[src/rtl/mult_arb_pkg.sv]
// Shared widths, default latency and the tag that rides alongside each
// operand pair through the external multiplier.
package mult_arb_pkg;
   localparam int OP_W             = 16;
   localparam int P_W              = 32;
   localparam int MULT_LAT_DEFAULT = 3;

   typedef struct packed {
      logic vld;
      logic id;
   } tag_t;

   localparam int TAG_W = $bits(tag_t);
endpackage

[src/rtl/mult_arbiter_if.sv]
// Requester, result and MULT-core signals of the two-port multiplier arbiter.
// The slave modport is the arbiter; master is the requester/core side.
interface mult_arbiter_if;
   import mult_arb_pkg::*;

   logic            req0_valid, req0_ready;
   logic [OP_W-1:0] req0_a, req0_b;
   logic            req1_valid, req1_ready;
   logic [OP_W-1:0] req1_a, req1_b;
   logic            res0_valid, res1_valid;
   logic [P_W-1:0]  res0_p, res1_p;
   logic [OP_W-1:0] mult_a, mult_b;
   logic [P_W-1:0]  mult_p;
   logic            busy;

   modport slave (
      input  req0_valid, req0_a, req0_b, req1_valid, req1_a, req1_b, mult_p,
      output req0_ready, req1_ready, res0_valid, res0_p, res1_valid, res1_p,
             mult_a, mult_b, busy
   );

   modport master (
      output req0_valid, req0_a, req0_b, req1_valid, req1_a, req1_b, mult_p,
      input  req0_ready, req1_ready, res0_valid, res0_p, res1_valid, res1_p,
             mult_a, mult_b, busy
   );
endinterface

[src/rtl/mult_arbiter_tag_pipe.sv]
// Delay line of {valid, id} tags with synchronous clear; dout is the oldest
// stage and any_vld flags that some tag is still in flight.
module tag_pipe
   import mult_arb_pkg::*;
#(
   parameter int DEPTH = MULT_LAT_DEFAULT + 1
) (
   input  logic clk,
   input  logic clr,
   input  tag_t din,
   output tag_t dout,
   output logic any_vld
);
   tag_t [DEPTH-1:0] stage;
   logic [DEPTH-1:0] vld_pipe;

   always_ff @(posedge clk) begin
      if (clr) stage <= '0;
      else     stage <= {stage[DEPTH-2:0], din};
   end

   always_comb begin
      vld_pipe = '0;
      for (int i = 0; i < DEPTH; i++) vld_pipe[i] = stage[i].vld;
   end

   assign dout    = stage[DEPTH-1];
   assign any_vld = |vld_pipe;
endmodule

[src/rtl/mult_arbiter.sv]
// Two-requester front end for a pipelined multiplier: arbitrates one pair per
// cycle, registers operands to the core and steers products back by tag.
module mult_arbiter
   import mult_arb_pkg::*;
#(
   parameter int MULT_LAT = MULT_LAT_DEFAULT,
   parameter bit ARB_RR   = 1'b1
) (
   input logic            clk,
   input logic            rst,
   mult_arbiter_if.slave  bus
);
   logic            last_gnt;
   logic            gnt_id;
   logic            ready0, ready1, accept;
   logic [OP_W-1:0] mult_a, mult_b;
   logic            res0_valid, res1_valid;
   logic [P_W-1:0]  res0_p, res1_p;
   tag_t            tag_in, tag_out;
   logic            busy;

   // On a tie round-robin picks the requester not served last; with only one
   // valid requester the grant simply follows it.
   always_comb begin
      gnt_id = ~bus.req0_valid;
      if (ARB_RR && bus.req0_valid && bus.req1_valid) gnt_id = ~last_gnt;
   end

   assign ready0 = !rst && bus.req0_valid && !gnt_id;
   assign ready1 = !rst && bus.req1_valid &&  gnt_id;
   assign accept = ready0 | ready1;

   always_ff @(posedge clk) begin
      if (rst) begin
         last_gnt <= 1'b1;
         mult_a   <= '0;
         mult_b   <= '0;
      end else begin
         if (accept) last_gnt <= gnt_id;
         mult_a <= accept ? (gnt_id ? bus.req1_a : bus.req0_a) : '0;
         mult_b <= accept ? (gnt_id ? bus.req1_b : bus.req0_b) : '0;
      end
   end

   assign tag_in = '{vld: accept, id: gnt_id};

   // Tail stage lines up with the core's product; the result register adds
   // the final edge of latency.
   tag_pipe #(.DEPTH(MULT_LAT + 1)) u_tag_pipe (
      .clk     (clk),
      .clr     (rst),
      .din     (tag_in),
      .dout    (tag_out),
      .any_vld (busy)
   );

   always_ff @(posedge clk) begin
      if (rst) begin
         res0_valid <= 1'b0;
         res1_valid <= 1'b0;
         res0_p     <= '0;
         res1_p     <= '0;
      end else begin
         res0_valid <= tag_out.vld && !tag_out.id;
         res1_valid <= tag_out.vld &&  tag_out.id;
         if (tag_out.vld && !tag_out.id) res0_p <= bus.mult_p;
         if (tag_out.vld &&  tag_out.id) res1_p <= bus.mult_p;
      end
   end

   assign bus.req0_ready = ready0;
   assign bus.req1_ready = ready1;
   assign bus.mult_a     = mult_a;
   assign bus.mult_b     = mult_b;
   assign bus.res0_valid = res0_valid;
   assign bus.res1_valid = res1_valid;
   assign bus.res0_p     = res0_p;
   assign bus.res1_p     = res1_p;
   assign bus.busy       = busy;
endmodule

[src/flat_wrapper.sv]
// flat-port wrapper written by rule: the top's interface ports become plain ports
module mult_arbiter_flat import mult_arb_pkg::*;
#(
   parameter int MULT_LAT = MULT_LAT_DEFAULT,
   parameter bit ARB_RR   = 1'b1
)
  (clk, rst, bus_req0_valid, bus_req0_a, bus_req0_b, bus_req1_valid, bus_req1_a, bus_req1_b, bus_mult_p, bus_req0_ready, bus_req1_ready, bus_res0_valid, bus_res0_p, bus_res1_valid, bus_res1_p, bus_mult_a, bus_mult_b, bus_busy);
  mult_arbiter_if bus_i ();
  input logic clk;
  input logic rst;
  input wire logic [$bits(bus_i.req0_valid)-1:0] bus_req0_valid;
  input wire logic [$bits(bus_i.req0_a)-1:0] bus_req0_a;
  input wire logic [$bits(bus_i.req0_b)-1:0] bus_req0_b;
  input wire logic [$bits(bus_i.req1_valid)-1:0] bus_req1_valid;
  input wire logic [$bits(bus_i.req1_a)-1:0] bus_req1_a;
  input wire logic [$bits(bus_i.req1_b)-1:0] bus_req1_b;
  input wire logic [$bits(bus_i.mult_p)-1:0] bus_mult_p;
  output wire logic [$bits(bus_i.req0_ready)-1:0] bus_req0_ready;
  output wire logic [$bits(bus_i.req1_ready)-1:0] bus_req1_ready;
  output wire logic [$bits(bus_i.res0_valid)-1:0] bus_res0_valid;
  output wire logic [$bits(bus_i.res0_p)-1:0] bus_res0_p;
  output wire logic [$bits(bus_i.res1_valid)-1:0] bus_res1_valid;
  output wire logic [$bits(bus_i.res1_p)-1:0] bus_res1_p;
  output wire logic [$bits(bus_i.mult_a)-1:0] bus_mult_a;
  output wire logic [$bits(bus_i.mult_b)-1:0] bus_mult_b;
  output wire logic [$bits(bus_i.busy)-1:0] bus_busy;
  assign bus_i.req0_valid = bus_req0_valid;
  assign bus_i.req0_a = bus_req0_a;
  assign bus_i.req0_b = bus_req0_b;
  assign bus_i.req1_valid = bus_req1_valid;
  assign bus_i.req1_a = bus_req1_a;
  assign bus_i.req1_b = bus_req1_b;
  assign bus_i.mult_p = bus_mult_p;
  assign bus_req0_ready = bus_i.req0_ready;
  assign bus_req1_ready = bus_i.req1_ready;
  assign bus_res0_valid = bus_i.res0_valid;
  assign bus_res0_p = bus_i.res0_p;
  assign bus_res1_valid = bus_i.res1_valid;
  assign bus_res1_p = bus_i.res1_p;
  assign bus_mult_a = bus_i.mult_a;
  assign bus_mult_b = bus_i.mult_b;
  assign bus_busy = bus_i.busy;
  mult_arbiter #(.MULT_LAT(MULT_LAT), .ARB_RR(ARB_RR)) u_core (.clk(clk), .rst(rst), .bus(bus_i));
endmodule
[config.mk]
export PLATFORM = sky130hd
export DESIGN_NAME = mult_arbiter_flat
export DESIGN_NICKNAME = d
export VERILOG_FILES = /design/src/rtl/mult_arb_pkg.sv /design/src/rtl/mult_arbiter_if.sv /design/src/rtl/mult_arbiter_tag_pipe.sv /design/src/rtl/mult_arbiter.sv /design/src/flat_wrapper.sv
export SDC_FILE = /design/constraint.sdc
export NUM_CORES = 1
export LEC_CHECK = 0
export BUFFER_PORTS_ARGS = -buffer_cell sky130_fd_sc_hd__clkbuf_2
export CAP_MARGIN = 20
export CORE_UTILIZATION = 44
export DETAILED_ROUTE_END_ITERATION = 10
export PLACE_DENSITY = 0.79
export SYNTH_ARGS = -nofsm -noshare
export SYNTH_HDL_FRONTEND = slang
export SYNTH_SLANG_ARGS = --single-unit
export TNS_END_PERCENT = 1
[constraint.sdc]
create_clock -name clk -period 1.41 [get_ports clk]
set_clock_uncertainty 0.05 [all_clocks]
set_input_delay 0.282 -clock clk [delete_from_list [all_inputs] [get_ports clk]]
set_output_delay 0.282 -clock clk [all_outputs]
set_load 0.02 [all_outputs]
Word level (Yosys, flattened, before mapping). Index checks and enable logic that the tools add are counted.

Register bits after elaboration: 107. Input port bits: 100. Output and inout bits: 101. Word-level logic and storage cells: 34.

Mux-type cells: 3. Bitwise gates (word level): 4. Reduce and logical (&&, ||, !) cells: 12.

Operators by type and width (count): 2-to-1 mux 16 bit (2); logical AND 1 bit (7); OR reduction 4 bit (1); zero test 1 bit (3); NOT 1 bit (3); OR reduction 2 bit (1); 2-to-1 mux 1 bit (1); OR 1 bit (1).

Depth between registers and ports, before layout.
Depth after elaboration: 7. Gate-level depth with buffers: 5. Mapped depth without buffers: 3.

By module. From an unflattened synthesis, not the netlist that was laid out.

Cell total of the unflattened synthesis: 426. Area, all modules: 3769.9 um^2.

Modules (own cells, without submodules): mult_arbiter (instances 1, cells each 407, area an instance 3537.1 um^2, seq. area each 1981.9 um^2); tag_pipe (instances 1, cells each 19, area an instance 232.7 um^2, seq. area each 160.2 um^2).

Worst setup path before layout. OpenSTA, ideal clock, no wires.

Kind: input -> output. From: input bus_req0_valid. To: output bus_req1_ready. Arrival: 1.113 ns. Path slack: -0.035 ns. Stages: 4. Buffers on the path: 2. Path through: buf_6 > a21boi_4 > buf_6 > nor2b_1.

Word-level cells in the longest chain between the ends: 3.

RTL lines: start, declared (RTL line flat_wrapper.sv:11) `input wire logic [$bits(bus_i.req0_valid)-1:0] bus_req0_valid;`; logical AND 1 bit / NOT 1 bit (equally long branches) (RTL line mult_arbiter.sv:26, mult_arbiter.sv:25); 2-to-1 mux 1 bit (*) (RTL line mult_arbiter.sv:26) `if (ARB_RR && bus.req0_valid && bus.req1_valid) gnt_id = ~last_gnt;`; logical AND 1 bit (*) (RTL line mult_arbiter.sv:30) `assign ready1 = !rst && bus.req1_valid && gnt_id;`; end, declared (RTL line flat_wrapper.sv:19) `output wire logic [$bits(bus_i.req1_ready)-1:0] bus_req1_ready;`.

Mark *: on every way between the ends. The rest lies on a longest branch, timed or not.

Worst setup path in the final report.
From: register u_core.u_tag_pipe.stage[3] in the netlist's numbering. To: output bus_busy.

Word-level cells in the longest chain between the ends: 1.

RTL lines: start, declared (RTL line mult_arbiter_tag_pipe.sv:14) `tag_t [DEPTH-1:0] stage;`; start signal, assigned (RTL line mult_arbiter_tag_pipe.sv:19) `else stage <= {stage[DEPTH-2:0], din};`; OR reduction 4 bit (RTL line mult_arbiter_tag_pipe.sv:28) `assign any_vld = |vld_pipe;`; end, declared (RTL line flat_wrapper.sv:26) `output wire logic [$bits(bus_i.busy)-1:0] bus_busy;`.

No other way between the ends.

==> metrics.csv <==
metric;value;unit
grt_max_degree;71;
grt_pass1_vias;3333;
cts_buffer_depth;2;
vias;3570;
synth_cell_types;20;
multi_input_area;0.001378;mm^2
syn_inst;422;
synth_top_family_by_area;simple AND/OR/NAND/NOR gates;
cap_violations;0;
rrSetupSlack;130;ps
cp.arrival;1350;ps
hold_slack;93.59;ps
synth_warnings;0;
synthXorXnorAreaFrac;0;%
grt_use_total;20.63;%
setup_slack;-275.6;ps
drive_gt1_share;38.60;%
dieArea;0.008971;mm^2
synth_compound_area_share;16.51;%
rows;33;
r2r_cells;4;
syn_avg_cell_area;8.963;um^2
min_path_cells;3;
cp-end-kind;output pin;
cts_buffers;9;
rsz0062_at_grt;true;
clockRootBuffer;clkbuf_8;
fillers;736;
syn2layout_area_growth;33.71;%
route.detailed.drc;0;
period_needed;1686;ps
drtAntennaViolNets;0;
relSlewSlack;75.71;%
grt_pass1_wl;14.49;mm
worst_pin_slew;364.3;ps
p_leak;2.263;nW
nNetsFinal;710;
ys_ff_latch;107;
routed_wl;9.350;mm
critPathLaunchType;flip-flop;
wire_per_inst;13.00;um
fin_crit_sh;119.5;%
port_buffers;200;
clkLatencyLatePin;350;ps
min_path_type;in2reg;
min_from;bus_mult_p[3];
crit_type;reg2out;
setup_violations;3;
dpl.hpwl;6.741;mm
firstDrtPassIters;4;
ctsHtreeMaxLevel;3;
hold_violations;0;
vias_per_cell;4.965;
synthesis.area;0.003782;mm^2
synth_mux_area_share;0;%
cts_tree;built;
io_pins;201;
rr_endpoint;u_core.bus.res0_p[7];
vdd_drop_max;0.6393;mV
syn-num-nets;522;
powerDensity;1153;mW/mm^2
violations;setup timing;
antenna_found_initial;0;
slew_viol_final;0;
coreArea;0.008258;mm^2
drtIter0Drc;114;
holdPathEnd;u_core.bus.res0_p[3];
final_cell_mix;clkbuf_2 (196), nand2_1 (129), dfxtp_1 (105), a21oi_1 (65), nor2_1 (34);
regArea;0.002145;mm^2
outcome;finished with violations;
cts_sinks;107;
final_common_cell;clkbuf_2;
timing.setup.tns;-450.6;ps
power;5.834;mW
place.gp.congestion;0.7787;
critPathRequiredTime;1080;ps
overflow;0;
dieHeight;94.72;um
post_cts_buffers;0;
crit_path_max_fanout;2;
diodes;0;
ys_seq_area_share;56.63;%
cts.reportedPaths.clkPinSlew;110;ps
yosys.area_share.adder;0;%
initial_core_util;45.80;%
die_w;94.72;um
synth-simple-area-share;19.35;%
r2r-start;u_core.u_tag_pipe.dout[1];
max_freq;0.5933;GHz
## critical path, stage by stage, from the launching register on
cell and delay, ps:
dfxtp_1 320, or4_4 540, buf_8 150
## flip-flops by register name (all words and copies together), names as in the netlist
| register | count |
|---|---|
| u_core.u_tag_pipe.stage | 6 |
| u_core.u_tag_pipe.dout | 2 |
| u_core.bus.res1_p | 32 |
| u_core.bus.res0_valid | 1 |
| u_core.last_gnt | 1 |
| u_core.bus.mult_a | 16 |
| u_core.bus.mult_b | 16 |
| u_core.bus.res1_valid | 1 |
| u_core.bus.res0_p | 32 |
## worst max-delay path by stage
stage / from / endpoint / slack, ps
finish: u_core.u_tag_pipe.stage[3] / bus_busy / -280
global route: u_core.u_tag_pipe.stage[3] / bus_busy / -320
CTS: u_core.u_tag_pipe.stage[3] / bus_busy / -300
detailed placement: u_core.u_tag_pipe.dout[1] / bus_busy / 80
global placement: u_core.u_tag_pipe.dout[1] / bus_busy / 90
floorplan: bus_req0_valid / bus_req1_ready / 60
## synth_stat cells
cell | count | area, um^2
a21boi_4 | 1 | 18.77
a21oi_1 | 65 | 325.3
a32oi_1 | 32 | 280.3
and2_1 | 1 | 6.260
and3b_1 | 2 | 17.52
buf_1 | 1 | 3.750
buf_2 | 7 | 35.03
buf_4 | 2 | 15.01
buf_6 | 17 | 191.4
clkbuf_1 | 9 | 33.78
clkbuf_2 | 1 | 5.000
dfxtp_1 | 107 | 2142
nand2_1 | 129 | 484.2
nand2b_1 | 2 | 12.51
nand3b_1 | 1 | 7.510
nor2_1 | 34 | 127.6
nor2b_1 | 8 | 50.05
nor3b_1 | 1 | 7.510
or2b_4 | 1 | 11.26
or4_1 | 1 | 7.510
## where the power goes
group	switching, mW	total (mW)	internal [mW]
combinational	0.357	0.629	0.272
clock	1.05	2.06	1.02
sequential	0.0325	3.14	3.11
total	1.44	5.83	4.40
## metrics by stage
step / setup slack (ps) / std cells / util (%) / area, um^2
2_1_floorplan: 57.39 / 422 / - / 3785
5_1_grt: -317.9 / 719 / 61.24 / 5057
4_1_cts: -296.1 / 719 / 61.06 / 5042
6_report: -275.6 / 719 / 61.24 / 5057
3_5_place_dp: 82.27 / 704 / 58.05 / 4793
3_3_place_gp: 92.75 / 704 / 58.05 / 4793
## cell type report
type | instances | share of cell area [%]
clock inverter | 6 | 1.905
tap | 105 | 2.598
multi-input combinational | 278 | 27.24
clock buffer | 9 | 2.449
timing repair buffer | 214 | 23.40
sequential | 107 | 42.40
## kinds of logic after synthesis
| family | Yosys count |
|---|---|
| AOI/OAI and AO/OA | 98 |
| buffers and inverters | 37 |
| DFF | 107 |
| and+or+nand+nor | 180 |
## metal layers
metal,track usage [%],part of all wire [%],up-vias
met2,37.17,50,166
met3,6.522,9.1,18
met1,22.16,39,1601
met4,8.460,2.0,0
li1,-,-,1785
met5,0,0,-
## what timing repair did
| action | CTS | global route |
|---|---|---|
| hold endpoints to repair | 0 | 0 |
| hold buffers | 0 | 0 |
| setup endpoints to repair | 3 | 3 |
| resized for setup | 8 | 5 |
| pin swaps | 1 | 0 |
(Power assumes the default switching activity.)
